File: src/rtl/alu8bit_arbiter.sv
// alu8bit_arbiter: round-robin sharing of one ALU8bit between NREQ requesters with a tagged response channel
module alu8bit_arbiter #(
  parameter int NREQ = 4,
  parameter int IDW  = 2
) (
  input  logic                clk,
  input  logic                rst,
  input  logic [NREQ-1:0]     req_valid,
  output logic [NREQ-1:0]     req_ready,
  input  logic [3*NREQ-1:0]   req_opcode,
  input  logic [8*NREQ-1:0]   req_op1,
  input  logic [8*NREQ-1:0]   req_op2,
  output logic [2:0]          alu_opcode,
  output logic [7:0]          alu_operand1,
  output logic [7:0]          alu_operand2,
  input  logic [15:0]         alu_result,
  input  logic                alu_flagC,
  input  logic                alu_flagZ,
  output logic                rsp_valid,
  input  logic                rsp_ready,
  output logic [IDW-1:0]      rsp_id,
  output logic [15:0]         rsp_result,
  output logic                rsp_flagC,
  output logic                rsp_flagZ
);
  typedef enum logic [1:0] {IDLE, EXEC, RESP} state_t;
  state_t         r_state, w_next;
  logic [IDW-1:0] r_ptr, r_id, w_off, w_win;
  logic [IDW:0]   w_sum;
  logic [NREQ-1:0] w_rot;
  logic           w_any;
  logic [2:0]     r_opcode;
  logic [7:0]     r_op1, r_op2;
  logic           r_valid, r_c, r_z;
  logic [15:0]    r_result;
  // rotate so bit 0 is the requester at ptr; the lowest set bit is the winner's offset
  always_comb begin
    w_rot = NREQ'({req_valid, req_valid} >> r_ptr);
    w_any = |req_valid;
    w_off = '0;
    for (int k = NREQ - 1; k >= 0; k--)
      if (w_rot[k]) w_off = IDW'(k);
    w_sum = {1'b0, r_ptr} + {1'b0, w_off};
    w_win = (w_sum >= (IDW+1)'(NREQ)) ? IDW'(w_sum - (IDW+1)'(NREQ)) : w_sum[IDW-1:0];
  end
  assign req_ready = (r_state == IDLE && w_any && !rst) ? NREQ'(1) << w_win : '0;
  always_comb
    w_next = (r_state == IDLE) ? (w_any ? EXEC : IDLE) :
             (r_state == EXEC) ? RESP : (rsp_ready ? IDLE : RESP);
  always_ff @(posedge clk or posedge rst)
    if (rst) r_state <= IDLE;
    else r_state <= w_next;
  always_ff @(posedge clk or posedge rst)
    if (rst) begin
      r_ptr    <= '0;
      r_id     <= '0;
      r_opcode <= '0;
      r_op1    <= '0;
      r_op2    <= '0;
      r_valid  <= 1'b0;
      r_result <= '0;
      r_c      <= 1'b0;
      r_z      <= 1'b0;
    end else if (r_state == IDLE && w_any) begin
      r_opcode <= 3'(req_opcode >> (3 * w_win));
      r_op1    <= 8'(req_op1 >> (8 * w_win));
      r_op2    <= 8'(req_op2 >> (8 * w_win));
      r_id     <= w_win;
    end else if (r_state == EXEC) begin
      r_result <= alu_result;
      r_c      <= alu_flagC;
      r_z      <= alu_flagZ;
      r_valid  <= 1'b1;
    end else if (r_state == RESP && rsp_ready) begin
      r_valid <= 1'b0;
      r_ptr   <= (r_id == IDW'(NREQ - 1)) ? '0 : r_id + 1'b1;
    end
  assign alu_opcode   = r_opcode;
  assign alu_operand1 = r_op1;
  assign alu_operand2 = r_op2;
  assign rsp_valid    = r_valid;
  assign rsp_id       = r_id;
  assign rsp_result   = r_result;
  assign rsp_flagC    = r_c;
  assign rsp_flagZ    = r_z;
endmodule

File: config.mk
export PLATFORM = sky130hd
export DESIGN_NAME = alu8bit_arbiter
export DESIGN_NICKNAME = d
export VERILOG_FILES = /design/src/rtl/alu8bit_arbiter.sv
export SDC_FILE = /design/constraint.sdc
export NUM_CORES = 1
export LEC_CHECK = 0
export BUFFER_PORTS_ARGS = -buffer_cell sky130_fd_sc_hd__buf_2
export CAP_MARGIN = 20
export CORE_MARGIN = 1.5
export CORE_UTILIZATION = 45
export DETAILED_ROUTE_END_ITERATION = 10
export PLACE_DENSITY = 0.79
export SETUP_SLACK_MARGIN = 0.2
export SLEW_MARGIN = 15
export SYNTH_ARGS = -nofsm -noshare
export SYNTH_HDL_FRONTEND = slang
export SYNTH_SLANG_ARGS = --single-unit
File: constraint.sdc
create_clock -name clk -period 3.1 [get_ports clk]
set_input_delay 0.155 -clock clk [delete_from_list [all_inputs] [get_ports clk]]
set_output_delay 0.155 -clock clk [all_outputs]
set_load 0.02 [all_outputs]
# == Word level (Yosys, flattened, before mapping) ==
# Cells that the tools add are included.
# op_classes
addsub,3
mul,1
magnitude_cmp,1
eq_ne,3
n_shift,5
muxes,13
bitwise,2
reduce_logical,10
# op_table
cell,n
$shr 32x5->8,2
$mux 2,9
$shr 12x4->3,1
$shr 8x2->4,1
$eq 2x2->1 const B,2
$mul 2x2->4 const A,1
$mux 4,1
$reduce_and 2->1,2
$reduce_or 4->1,1
$shl 1x2->4 const A,1
$add 2x2->3,1
$ge 3x3->1 const B,1
$logic_and 1x1->1,3
$mux 1,3
$reduce_and 3->1,1
$add 2x1->2 const B,1
$eq 2x1->1 const B,1
$logic_not 2->1,1
$not 1->1,2
$reduce_bool 2->1,1
$sub 2x1->2 const B,1
$logic_not 1->1,1
# totals
regBits,44
in_bits,101
out_inout_bits,44
word_cells,48

# == Depth between registers and ports, before layout ==
# Gate-level depths: netlist of the first run.
# logic_depth
depth_word,10
mapped_depth,12
depth_no_buf,10

# == Worst setup path before layout of the first run ==
# OpenSTA, ideal clock, no wires.
# synth_path
path_type,register to output
startpoint,register r_ptr[1]
endpoint,output port req_ready[0]
t_arrival_ns,2.541
required_ns,2.945
slack_ns,0.404
path_stages_with_launch,11
path_buffers,3
cell_sequence,dfrtp_1 buf_2 nand2b_1 a21oi_1 nor2_1 a21oi_1 a21oi_1 ha_1 clkbuf_1 clkbuf_1 nor4_1
# synth_via
elab_chain_len,10
word_cells_on_any_way,11
cone_classes,add/sub (2); order compare (1); shift (2); mux (6)
# synth_lines
element,line_no,source
start: declaration,28,"logic [IDW-1:0] r_ptr, r_id, w_off, w_win;"
start signal: assignment,76,r_ptr <= (r_id == IDW'(NREQ - 1)) ? '0 : r_id + 1'b1;
$shr 8x2->4 *,38,"w_rot = NREQ'({req_valid, req_valid} >> r_ptr);"
$mux 2 (3 in a row),42,if (w_rot[k]) w_off = IDW'(k);
$mux 2 *,42,
$add 2x2->3 *,43,"w_sum = {1'b0, r_ptr} + {1'b0, w_off};"
via w_sum[0],29,logic [IDW:0] w_sum;
$ge 3x3->1 or $sub 2x1->2 (tied branches),44,w_win = (w_sum >= (IDW+1)'(NREQ)) ? IDW'(w_sum - (IDW+1)'(NREQ)) : w_sum[IDW-1:0];
$mux 2 *,44,
$shl 1x2->4 *,46,assign req_ready = (r_state == IDLE && w_any && !rst) ? NREQ'(1) << w_win : '0;
$mux 4 *,46,
end: declaration,9,"output logic [NREQ-1:0] req_ready,"
# Mark *: on every way through the listed nets, which the timed path passes. The rest lies on a longest branch.

# == Worst setup path in the final report of the first run ==
# layout_path
startpoint,register r_ptr[1]
endpoint,output port req_ready[0]
# layout_via
elab_chain_len,10
word_cells_on_any_way,11
cone_classes,add/sub (2); order compare (1); shift (2); mux (6)
# layout_lines
element,line_no
$shr 8x2->4,38
$mux 2 (4 in a row),42
$add 2x2->3 *,43
$ge 3x3->1 or $sub 2x1->2 (tied branches),44
$mux 2 *,44
$shl 1x2->4 *,46
$mux 4 *,46
# Every way passes the cells marked *; elsewhere a longest branch is shown, timed or not.

==> impl_metrics.csv, run 1 <==
group,metric,value,unit
status,status,"finished clean",
synthesis,synth_edf_count,0,
layout,drive_gt1_share,49.50,%
die,start_util,46.74,%
global_routing,grt_pass1_vias,2385,
power,p_leak,0.001690,µW
synthesis,synth_top_flop_cell,"dfrtp_1",
sta,fin_crit_sh,91.04,%
synthesis,synthArstFlopShare,100.0,%
power,p_per_area,1168,mW/mm²
sta,fmaxAchievable,0.3543,GHz
detailed_routing,wirelength,7218,µm
synthesis,synth_warnings,0,
detailed_routing,via_count,2612,
detailed_routing,wl_per_cell,15.16,µm
synthesis,syn-cell-area,0.002574,mm²
global_routing,grt_overflow,0,
synthesis,post-synth-top-area-fraction,42.78,%
die,fp.dieH,78.63,µm
worst_setup_path,r2r_slack,0.37,ns
synthesis,synth.most_common_cell,"dfrtp_1",
clock_tree,clockBufferDepth,2,
placement,routabilityCongestion,0.8522,
synthesis,syn-num-nets,362,
placement,dpl_cell_area,0.003382,mm²
layout,area_growth,38.89,%
clock_tree,insertion_delay,0.29,ns
synthesis,avgSynthCellArea,9.937,µm²
synthesis,yosys_register_bits,44,
detailed_routing,drt_iter0_drc,137,
die,die_area,0.006182,mm²
detailed_routing,dr_wl_met3,453,µm
sta,setup-tns-final,0,ns
worst_setup_path,critPathSlowestCell,"dfrtp_2",
detailed_routing,wl_met2,3719,µm
worst_setup_path,crit_required,2.94,ns
synthesis,yosysSeqAreaShare,42.78,%
worst_hold_path,hold_path.class,"input pin to async pin",
sta,setup_viol,0,
worst_setup_path,path_max_fanout,9,
global_routing,grt_max_degree,46,
placement,portBuffers,144,
worst_setup_path,end_kind,"output pin",
sta,tightestPinTransition,0.6002,ns
clock_tree,clkSinkCount,44,
layout,nNetsFinal,506,
detailed_routing,vias_per_cell,5.487,
clock_tree,path_clk_slew,0.08,ns
placement,dp_hpwl,5282,µm
detailed_routing,drc_errors,0,
sta,whs,0.02448,ns
power,vdd.ir_drop.worst,0.8055,mV
die,rows,27,
clock_tree,numCtsBuffers,5,
worst_setup_path,cp_num_buf_inv,2,
die,core,0.005507,mm²
detailed_routing,firstDrtPassIters,4,
layout,instances_no_fill,476,
die,ios,145,
worst_setup_path,critPathLaunchType,"flop",
synthesis,synthTopCellsByCount,"44 x dfrtp_1, 41 x nor2b_1, 22 x nand2_1",
layout,fin_area,0.003575,mm²
synthesis,synth_area_leader_cell,"dfrtp_1",
synthesis,synth_cell_types,33,
sta,fin_skew,0.01108,ns
clock_tree,cts_tree,"built",
worst_setup_path,path_cells,"nand2b_1, a21oi_1, nor2_1, a21oi_1, a21oi_1, ha_2, xor2_2, nand4_1, buf_4, nand2_1, nor4_2, buf_2",
synthesis,yosys-top-cells-area,"dfrtp_1 43%, nor2b_1 10%, mux2_2 8.8%",
worst_setup_path,cpMostUsedCell,"a21oi_1",
sta,hold_viol_final,0,
clock_tree,root_buffer,"clkbuf_8",
die,die_w,78.63,µm
sta,rsz0062_at_grt,"yes",
sta,fin_crit,2.822,ns
global_routing,grt_pass1_wl,10950,µm
run,maxCapViolCount,0,
clock_tree,h-tree-depth,2,
layout,antenna_cells,0,
global_routing,grtUsageTotal,22.43,%
worst_setup_path,critical_path_class,"flop to output pin",
worst_setup_path,cp_top_family,"simple AND/OR/NAND/NOR gates",
sta,relSlewSlack,59.75,%
placement,placed_cells,461,
detailed_routing,dr.max_layer_used,"met4",
worst_setup_path,crit_arrival,2.67,ns
detailed_routing,ant_nets,0,
synthesis,synth_cells,259,
global_routing,antenna_found_initial,0,
clock_tree,postCtsHoldBufs,0,
worst_setup_path,max_stage_delay,0.47,ns
sta,drv_slew,0,
detailed_routing,wl_met1,2978,µm
-- worst paths after layout --
| path | from | end | cells past startpoint |
|---|---|---|---|
| max in group asynchronous | rst | r_ptr[1]$_DFFE_PP0P_ | 3 |
| worst max register to register | r_ptr[1]$_DFFE_PP0P_ | alu_operand1[5]$_DFFE_PP0N_ | 12 |
| worst min-delay path | rst | rsp_id[1]$_DFFE_PP0N_ | 3 |
| worst min register to register | alu_operand2[0]$_DFFE_PP0N_ | alu_operand2[0]$_DFFE_PP0N_ | 2 |
| min in group clk | rsp_ready | r_state[1]$_DFF_PP0_ | 2 |
| worst max-delay path | r_ptr[1]$_DFFE_PP0P_ | req_ready[0] | 12 |
-- worst min-delay path, stage by stage --
cell   delay (ns)
buf_2        0.12
inv_2        0.05
buf_4        0.46
-- per-layer routing --
metal  vias to the layer above  GRT usage (%)
li1                       1264              -
met1                      1240          27.94
met2                       102          39.57
met3                         6          3.721
met4                         0          6.786
met5                         -              0
-- report_power, final --
| part | internal (µW) | switching [µW] |
|---|---|---|
| Clock | 239 | 192 |
| Combinational | 1090 | 1590 |
| Sequential | 877 | 187 |
-- logic make-up after synthesis --
group | synth area share (%)
simple gates | 18.28
compound gates | 23.29
flops | 42.78
buf+inv | 4.861
mux | 9.140
xor+xnor | 0.6807
fa+ha+maj | 0.9721
-- flip-flops by register name, indices dropped and copies added (netlist names) --
name / count
alu_operand2: 8
rsp_valid: 1
rsp_flagC: 1
alu_operand1: 8
r_state: 2
rsp_id: 2
alu_opcode: 3
rsp_flagZ: 1
r_ptr: 2
rsp_result: 16
-- final cells by class --
class,count,area [µm²]
inverters,4,15.01
repair buffers,161,852.1
well taps,72,90.09
clock inverters,2,35.03
fillers,487,1932
flip-flops and latches,44,1102
multi-input cells,187,1408
clock buffers,6,72.57
-- metrics by stage --
stage	utilization, %	total power [µW]	setup slack (ns)
2_1_floorplan	-	2894	0.4044
5_1_grt	64.92	4508	0.1087
6_report	64.92	4174	0.2779
3_3_place_gp	61.42	3568	0.2863
4_1_cts	63.53	4077	0.1450
3_5_place_dp	61.42	3639	0.1932
-- placed cells by master (no fill, tap or decap), types with 2 or more instances in the layout --
| cell type | instances |
|---|---|
| o31ai_1 | 19 |
| clkbuf_8 | 5 |
| a21oi_1 | 6 |
| mux2_2 | 20 |
| inv_1 | 3 |
| nor2_1 | 9 |
| nor3_1 | 2 |
| nand2_1 | 22 |
| a2111oi_0 | 19 |
| o21ai_0 | 4 |
| buf_2 | 144 |
| nor4_2 | 3 |
| buf_4 | 16 |
| nor2b_1 | 41 |
| nand2b_1 | 4 |
| dfrtp_1 | 43 |
| a221oi_1 | 19 |
-- timing repair --
| action | in CTS | in global routing |
|---|---|---|
| endpoints found under the setup margin | 2 | 19 |
| gates cloned | 0 | 1 |
| gates resized for setup | 1 | 4 |
| pin swaps | 1 | 1 |
| setup buffers | 0 | 6 |
(Power assumes the default switching activity.)
==> run 2: changes to the inputs <==
--- a/config.mk
+++ b/config.mk
@@ -5,7 +5,7 @@
 export SDC_FILE = /design/constraint.sdc
 export NUM_CORES = 1
 export LEC_CHECK = 0
-export BUFFER_PORTS_ARGS = -buffer_cell sky130_fd_sc_hd__buf_2
+export BUFFER_PORTS_ARGS = -buffer_cell sky130_fd_sc_hd__buf_4
 export CAP_MARGIN = 20
 export CORE_MARGIN = 1.5
 export CORE_UTILIZATION = 45
==> run 2 against run 1 <==
Critical path depth is the same. Clock-buffer cell count is the same. First-iteration DRC count shrank 8.8%. Die area is the same. Largest power group unchanged. Final cell count is the same. Combinational power grew 11%. Global-route usage grew 1.7 points. Routed wire length grew 5.5%. Setup slack gained 0.079 ns.
==> impl_metrics.csv, run 2 (synthesized netlist as in run 1, its figures left out) <==
group,metric,value,unit
layout,nNetsFinal,506,
detailed_routing,drt_iter0_drc,125,
sta,drv_slew,0,
global_routing,grt_pass1_wl,11700,µm
global_routing,grtUsageTotal,24.15,%
global_routing,antenna_found_initial,0,
worst_setup_path,critPathLaunchType,"flop",
detailed_routing,via_count,2612,
sta,rsz0062_at_grt,"no",
layout,antenna_cells,0,
clock_tree,h-tree-depth,2,
detailed_routing,ant_nets,0,
power,p_leak,0.001812,µW
clock_tree,path_clk_slew,0.08,ns
detailed_routing,wirelength,7613,µm
clock_tree,clockBufferDepth,2,
clock_tree,postCtsHoldBufs,0,
layout,num-fill-cells,450,
sta,relSlewSlack,63.34,%
run,maxCapViolCount,0,
worst_setup_path,r2r_slack,0.45,ns
clock_tree,cts_tree,"built",
sta,setup-tns-final,0,ns
layout,fin_area,0.003963,mm²
layout,final_cell_mix,"157 x buf_4, 43 x dfrtp_1, 41 x nor2b_1",
status,status,"finished clean",
layout,multi_input_area,0.001421,mm²
global_routing,grt_overflow,0,
sta,fmaxAchievable,0.3645,GHz
placement,dpl_cell_area,0.003755,mm²
placement,portBuffers,144,
sta,fin_crit,2.744,ns
clock_tree,insertion_delay,0.29,ns
global_routing,grt_pass1_vias,2520,
sta,fin_crit_sh,88.50,%
die,start_util,46.74,%
power,p_per_area,1132,mW/mm²
sta,setup_viol,0,
clock_tree,clkSinkCount,44,
layout,final_common_cell,"buf_4",
detailed_routing,vias_per_cell,5.487,
sta,tightestPinTransition,0.5482,ns
detailed_routing,firstDrtPassIters,4,
detailed_routing,wl_per_cell,15.99,µm
die,fp.dieH,78.63,µm
global_routing,grt_max_degree,46,
layout,area_growth,53.96,%
worst_hold_path,hold_path.class,"input pin to async pin",
placement,routabilityCongestion,0.8541,
die,die_area,0.006182,mm²
die,core,0.005507,mm²
power,vdd.ir_drop.worst,0.8132,mV
layout,largest_reg_flops,16,
detailed_routing,drc_errors,0,
layout,utilization,71.96,%
die,ios,145,
worst_setup_path,crit_required,2.94,ns
layout,regArea,0.001102,mm²
die,rows,27,
die,die_w,78.63,µm
worst_setup_path,end_kind,"output pin",
worst_setup_path,path_max_fanout,10,
sta,fin_skew,0.006195,ns
layout,drive_gt1_share,49.75,%
worst_setup_path,crit_arrival,2.59,ns
placement,dp_hpwl,5465,µm
clock_tree,root_buffer,"clkbuf_8",
worst_setup_path,critical_path_class,"flop to output pin",
clock_tree,numCtsBuffers,5,
sta,hold_viol_final,0,
## run 2: cell count changes in the layout (fill, tap and decap cells not counted)
| cell | before | now |
|---|---|---|
| o21ai_0 | 4 | 3 |
| ha_4 | 0 | 1 |
| a21oi_1 | 6 | 5 |
| o21ai_1 | 1 | 2 |
| a21oi_2 | 0 | 1 |
| ha_2 | 1 | 0 |
| buf_6 | 1 | 2 |
| buf_12 | 0 | 1 |
| buf_4 | 16 | 157 |
| buf_2 | 144 | 1 |
## run 2: metal layers
layer / up-vias / routed length [µm] / GRT usage [%]
met4: 0 / 82 / 8.929
met1: 1234 / 3070 / 27.82
met5: - / 0 / 0
li1: 1260 / - / -
met3: 9 / 526 / 4.419
met2: 109 / 3934 / 44.14
## run 2: layout make-up
type                       instances  share of cell area [%]
tap                               72                   2.273
sequential                        44                   27.82
timing repair buffer             161                   30.94
inverter                           4                  0.3789
clock buffer                       6                   1.831
multi-input combinational        187                   35.87
clock inverter                     2                  0.8841
## run 2: final timing paths
kind / cells after the start / startpoint / to
setup reg to reg: 12 / r_ptr[1]$_DFFE_PP0P_ / alu_operand1[5]$_DFFE_PP0N_
max in group asynchronous: 3 / rst / r_ptr[1]$_DFFE_PP0P_
hold / removal: 3 / rst / alu_operand2[5]$_DFFE_PP0N_
setup / recovery: 12 / r_ptr[1]$_DFFE_PP0P_ / req_ready[0]
hold reg to reg: 2 / alu_operand2[4]$_DFFE_PP0N_ / alu_operand2[4]$_DFFE_PP0N_
min in group clk: 2 / rsp_ready / r_state[1]$_DFF_PP0_
## run 2: critical path: stages, from the launching register on
cell and delay, ns:
dfrtp_2 0.47, nand2b_1 0.18, a21oi_1 0.15, nor2_1 0.07, a21oi_2 0.10, a21oi_1 0.11
ha_4 0.21, xor2_2 0.28, nand4_1 0.21, buf_6 0.20, nand2_1 0.10, nor4_2 0.05
buf_4 0.17
## run 2: stage by stage
| step | cells | hold WS (ns) | total power [µW] | setup WS (ns) |
|---|---|---|---|---|
| 3_3_place_gp | 461 | 0.3494 | 3815 | 0.2591 |
| 4_1_cts | 470 | 0.03072 | 4346 | 0.1646 |
| 5_1_grt | 476 | 0.04543 | 4834 | 0.2197 |
| 3_5_place_dp | 461 | 0.3468 | 3888 | 0.1316 |
| 2_1_floorplan | 259 | 0.2457 | 2894 | 0.4044 |
| 6_report | 476 | 0.01855 | 4484 | 0.3564 |
## run 2: timing repair
| action | in CTS | in global routing |
|---|---|---|
| buffers inserted | 0 | 5 |
| resized for setup | 1 | 8 |
| endpoints found under the setup margin | 2 | 19 |
| gates cloned | 1 | 1 |
| pin swaps | 0 | 1 |
## run 2: power breakdown
part,internal (µW),switching [µW],leakage (µW)
sequential,877,198,0.000530
combinational,1340,1630,0.00123
clock,239,192,0.0000552
total,2460,2020,0.00181
==> run 3: changes to the inputs <==
--- a/config.mk
+++ b/config.mk
@@ -8,9 +8,10 @@
 export BUFFER_PORTS_ARGS = -buffer_cell sky130_fd_sc_hd__buf_4
 export CAP_MARGIN = 20
 export CORE_MARGIN = 1.5
-export CORE_UTILIZATION = 45
+export CORE_UTILIZATION = 40
 export DETAILED_ROUTE_END_ITERATION = 10
-export PLACE_DENSITY = 0.79
+export GPL_TIMING_DRIVEN = 1
+export PLACE_DENSITY = 0.74
 export SETUP_SLACK_MARGIN = 0.2
 export SLEW_MARGIN = 15
 export SYNTH_ARGS = -nofsm -noshare
==> constraint.sdc (replaced) <==
create_clock -name clk -period 2.3 [get_ports clk]
set_input_delay 0.115 -clock clk [delete_from_list [all_inputs] [get_ports clk]]
set_output_delay 0.115 -clock clk [all_outputs]
set_load 0.02 [all_outputs]
==> run 3 against run 2 <==
The run now ends with negative setup slack left. Die area increased by 12%. Worst hold slack improved by 0.024 ns. Flip-flop and latch count unchanged. Sequential share of layout area decreased by 5.3 points. Global-route usage increased by 1.2 points. First-iteration DRC count decreased by 5.6%. Clock power increased by 38%. Via count increased by 6.5%. Combinational power increased by 120%.
==> impl_metrics.csv, run 3 (synthesized netlist as in run 1, its figures left out) <==
group,metric,value,unit
status,status,"finished, violations left",
status,failed_checks,"negative setup slack",
power,comb_power_share,76.0,%
worst_setup_path,critPathLaunchType,"flop",
die,fp.dieH,83.22,µm
placement,dpl_cell_area,0.003955,mm²
power,vdd.ir_drop.worst,1.470,mV
power,p_int,4572,µW
global_routing,grt_use_met2,43.53,%
worst_setup_path,path_max_fanout,5,
global_routing,antenna_found_initial,0,
worst_setup_path,max_stage_delay,0.43,ns
layout,final_common_cell,"buf_4",
sta,drv_slew,0,
worst_setup_path,crit_required,2.18,ns
global_routing,grt_overflow,0,
sta,fin_crit_sh,109.9,%
power,clkPwrFrac,7.0,%
clock_tree,clkSinkCount,44,
sta,rsz0062_at_grt,"yes",
layout,fin_area,0.004890,mm²
layout,largest_reg_flops,16,
global_routing,use_met3,5.368,%
sta,setup-tns-final,-3.221,ns
global_routing,grtUsageTotal,25.32,%
detailed_routing,firstDrtPassIters,4,
global_routing,grt_max_degree,45,
global_routing,grt-busiest-layer,"met2",
worst_setup_path,path_cells,"o21ai_1, a21oi_1, nor3_1, a21oi_1, ha_2, buf_12, xnor2_4, nor4_4, nor2_4, buf_6, nor2_4, buf_6",
detailed_routing,vias_per_cell,5.596,
clock_tree,numCtsBuffers,5,
sta,relSlewSlack,44.20,%
detailed_routing,wirelength,9244,µm
die,ios,145,
global_routing,grt_pass1_wl,14040,µm
global_routing,grt_pass1_vias,2761,
placement,portBuffers,144,
power,switchingPower,3910,µW
worst_setup_path,end_kind,"output pin",
global_routing,gr-usage-met1,31.66,%
layout,final_cell_mix,"155 x buf_4, 44 x dfrtp_1, 41 x nor2b_1",
sta,setup_viol,23,
worst_setup_path,critical_path_class,"flop to output pin",
layout,area_growth,89.99,%
sta,fin_skew,0.01169,ns
placement,dp_hpwl,5718,µm
detailed_routing,ant_nets,0,
layout,nNetsFinal,522,
clock_tree,insertion_delay,0.30,ns
sta,fin_crit,2.528,ns
power,pwr-share-seq,16.9,%
power,p_leak,0.002077,µW
sta,hold_viol_final,0,
worst_setup_path,crit_arrival,2.41,ns
die,die_w,83.22,µm
detailed_routing,via_count,2781,
worst_setup_path,cp_top_family,"simple AND/OR/NAND/NOR gates",
die,rows,29,
clock_tree,root_buffer,"clkbuf_8",
die,core,0.006277,mm²
placement,pre_cts_ws,-0.1660,ns
run,maxCapViolCount,0,
sta,tightestPinTransition,0.8302,ns
clock_tree,clockBufferDepth,2,
die,die_area,0.006925,mm²
clock_tree,h-tree-depth,2,
clock_tree,path_clk_slew,0.09,ns
sta,fmaxAchievable,0.3956,GHz
worst_setup_path,cp_num_buf_inv,3,
power,power.share.switching,46.10,%
detailed_routing,drc_errors,0,
clock_tree,cts_tree,"built",
sta,whs,0.04257,ns
layout,drive_gt1_share,62.86,%
sta,layout_setup_ws,-0.2278,ns
worst_setup_path,critPathSlowestCell,"dfrtp_1",
placement,routabilityCongestion,0.9010,
layout,antenna_cells,0,
power,p_per_area,1735,mW/mm²
worst_hold_path,hold_path.class,"input pin to async pin",
detailed_routing,wl_per_cell,18.60,µm
detailed_routing,drt_iter0_drc,118,
die,start_util,41.00,%
-- run 3: cell types whose count changed in the layout (fill, tap and decap cells not counted), moves of 3 or more --
cell | before | now
a221oi_1 | 19 | 2
nor2_1 | 9 | 6
a2111oi_0 | 19 | 0
buf_6 | 2 | 10
a221oi_4 | 0 | 5
a2111oi_2 | 0 | 3
o31ai_1 | 19 | 14
a221oi_2 | 0 | 12
a2111oi_4 | 0 | 16
buf_12 | 1 | 9
o31ai_2 | 1 | 5
nor2_4 | 0 | 3
nor4_4 | 0 | 3
-- run 3: power by group through the flow --
stage | clock network, µW | registers, µW | logic [µW]
6_report | 598 | 1430 | 6450
3_5_place_dp | 0 | 1440 | 4300
4_1_cts | 602 | 1430 | 5660
2_1_floorplan | 0 | 1840 | 2450
3_3_place_gp | 0 | 1430 | 4220
5_1_grt | 645 | 1500 | 6830
-- run 3: metrics by stage --
stage               utilization, %  instances  total power [µW]
CTS                          73.51        493              7693
floorplan                        -        259              4287
finish                       77.90        497              8482
global placement             63.01        473              5652
global route                 77.90        497              8972
detailed placement           63.01        473              5746
-- run 3: layer usage --
| metal | wire [µm] | vias to the layer above |
|---|---|---|
| li1 | - | 1302 |
| met2 | 4557 | 132 |
| met4 | 201 | 0 |
| met1 | 3803 | 1330 |
| met3 | 681 | 17 |
| met5 | 0 | - |
-- run 3: worst min-delay path: cells and delay by family --
family   cells  cell delay [ns]
buf+inv      3             0.71
-- run 3: worst paths after layout --
check                                       startpoint                           to  slack (ns)  depth (start not counted)
hold / removal                                     rst         r_state[1]$_DFF_PP0_        0.04                          3
setup reg to reg                  r_ptr[1]$_DFFE_PP0P_  alu_operand1[5]$_DFFE_PP0N_       -0.21                         12
max in group asynchronous                          rst  alu_operand2[7]$_DFFE_PP0N_        1.86                          3
min in group clk                         alu_result[3]    rsp_result[3]$_DFFE_PP0P_        0.04                          2
hold reg to reg            alu_operand1[4]$_DFFE_PP0N_  alu_operand1[4]$_DFFE_PP0N_        0.48                          2
setup / recovery                  r_ptr[1]$_DFFE_PP0P_                 req_ready[3]       -0.23                         12
-- run 3: layout make-up --
cell class / count / area (µm²)
Sequential cell: 44 / 1101
Clock inverter: 2 / 35.03
Tap cell: 77 / 96.34
Timing Repair Buffer: 177 / 1521
Clock buffer: 6 / 72.57
Multi-Input combinational cell: 187 / 2048
Inverter: 4 / 15.01
Fill cell: 419 / 1388
-- run 3: what timing repair did --
action,CTS,global route
endpoints found under the setup margin,24,24
gates resized for setup,68,29
hold buffers,1,0
endpoints found under the hold margin,1,0
setup buffers,8,4
pin swaps,16,13
cloned,3,0
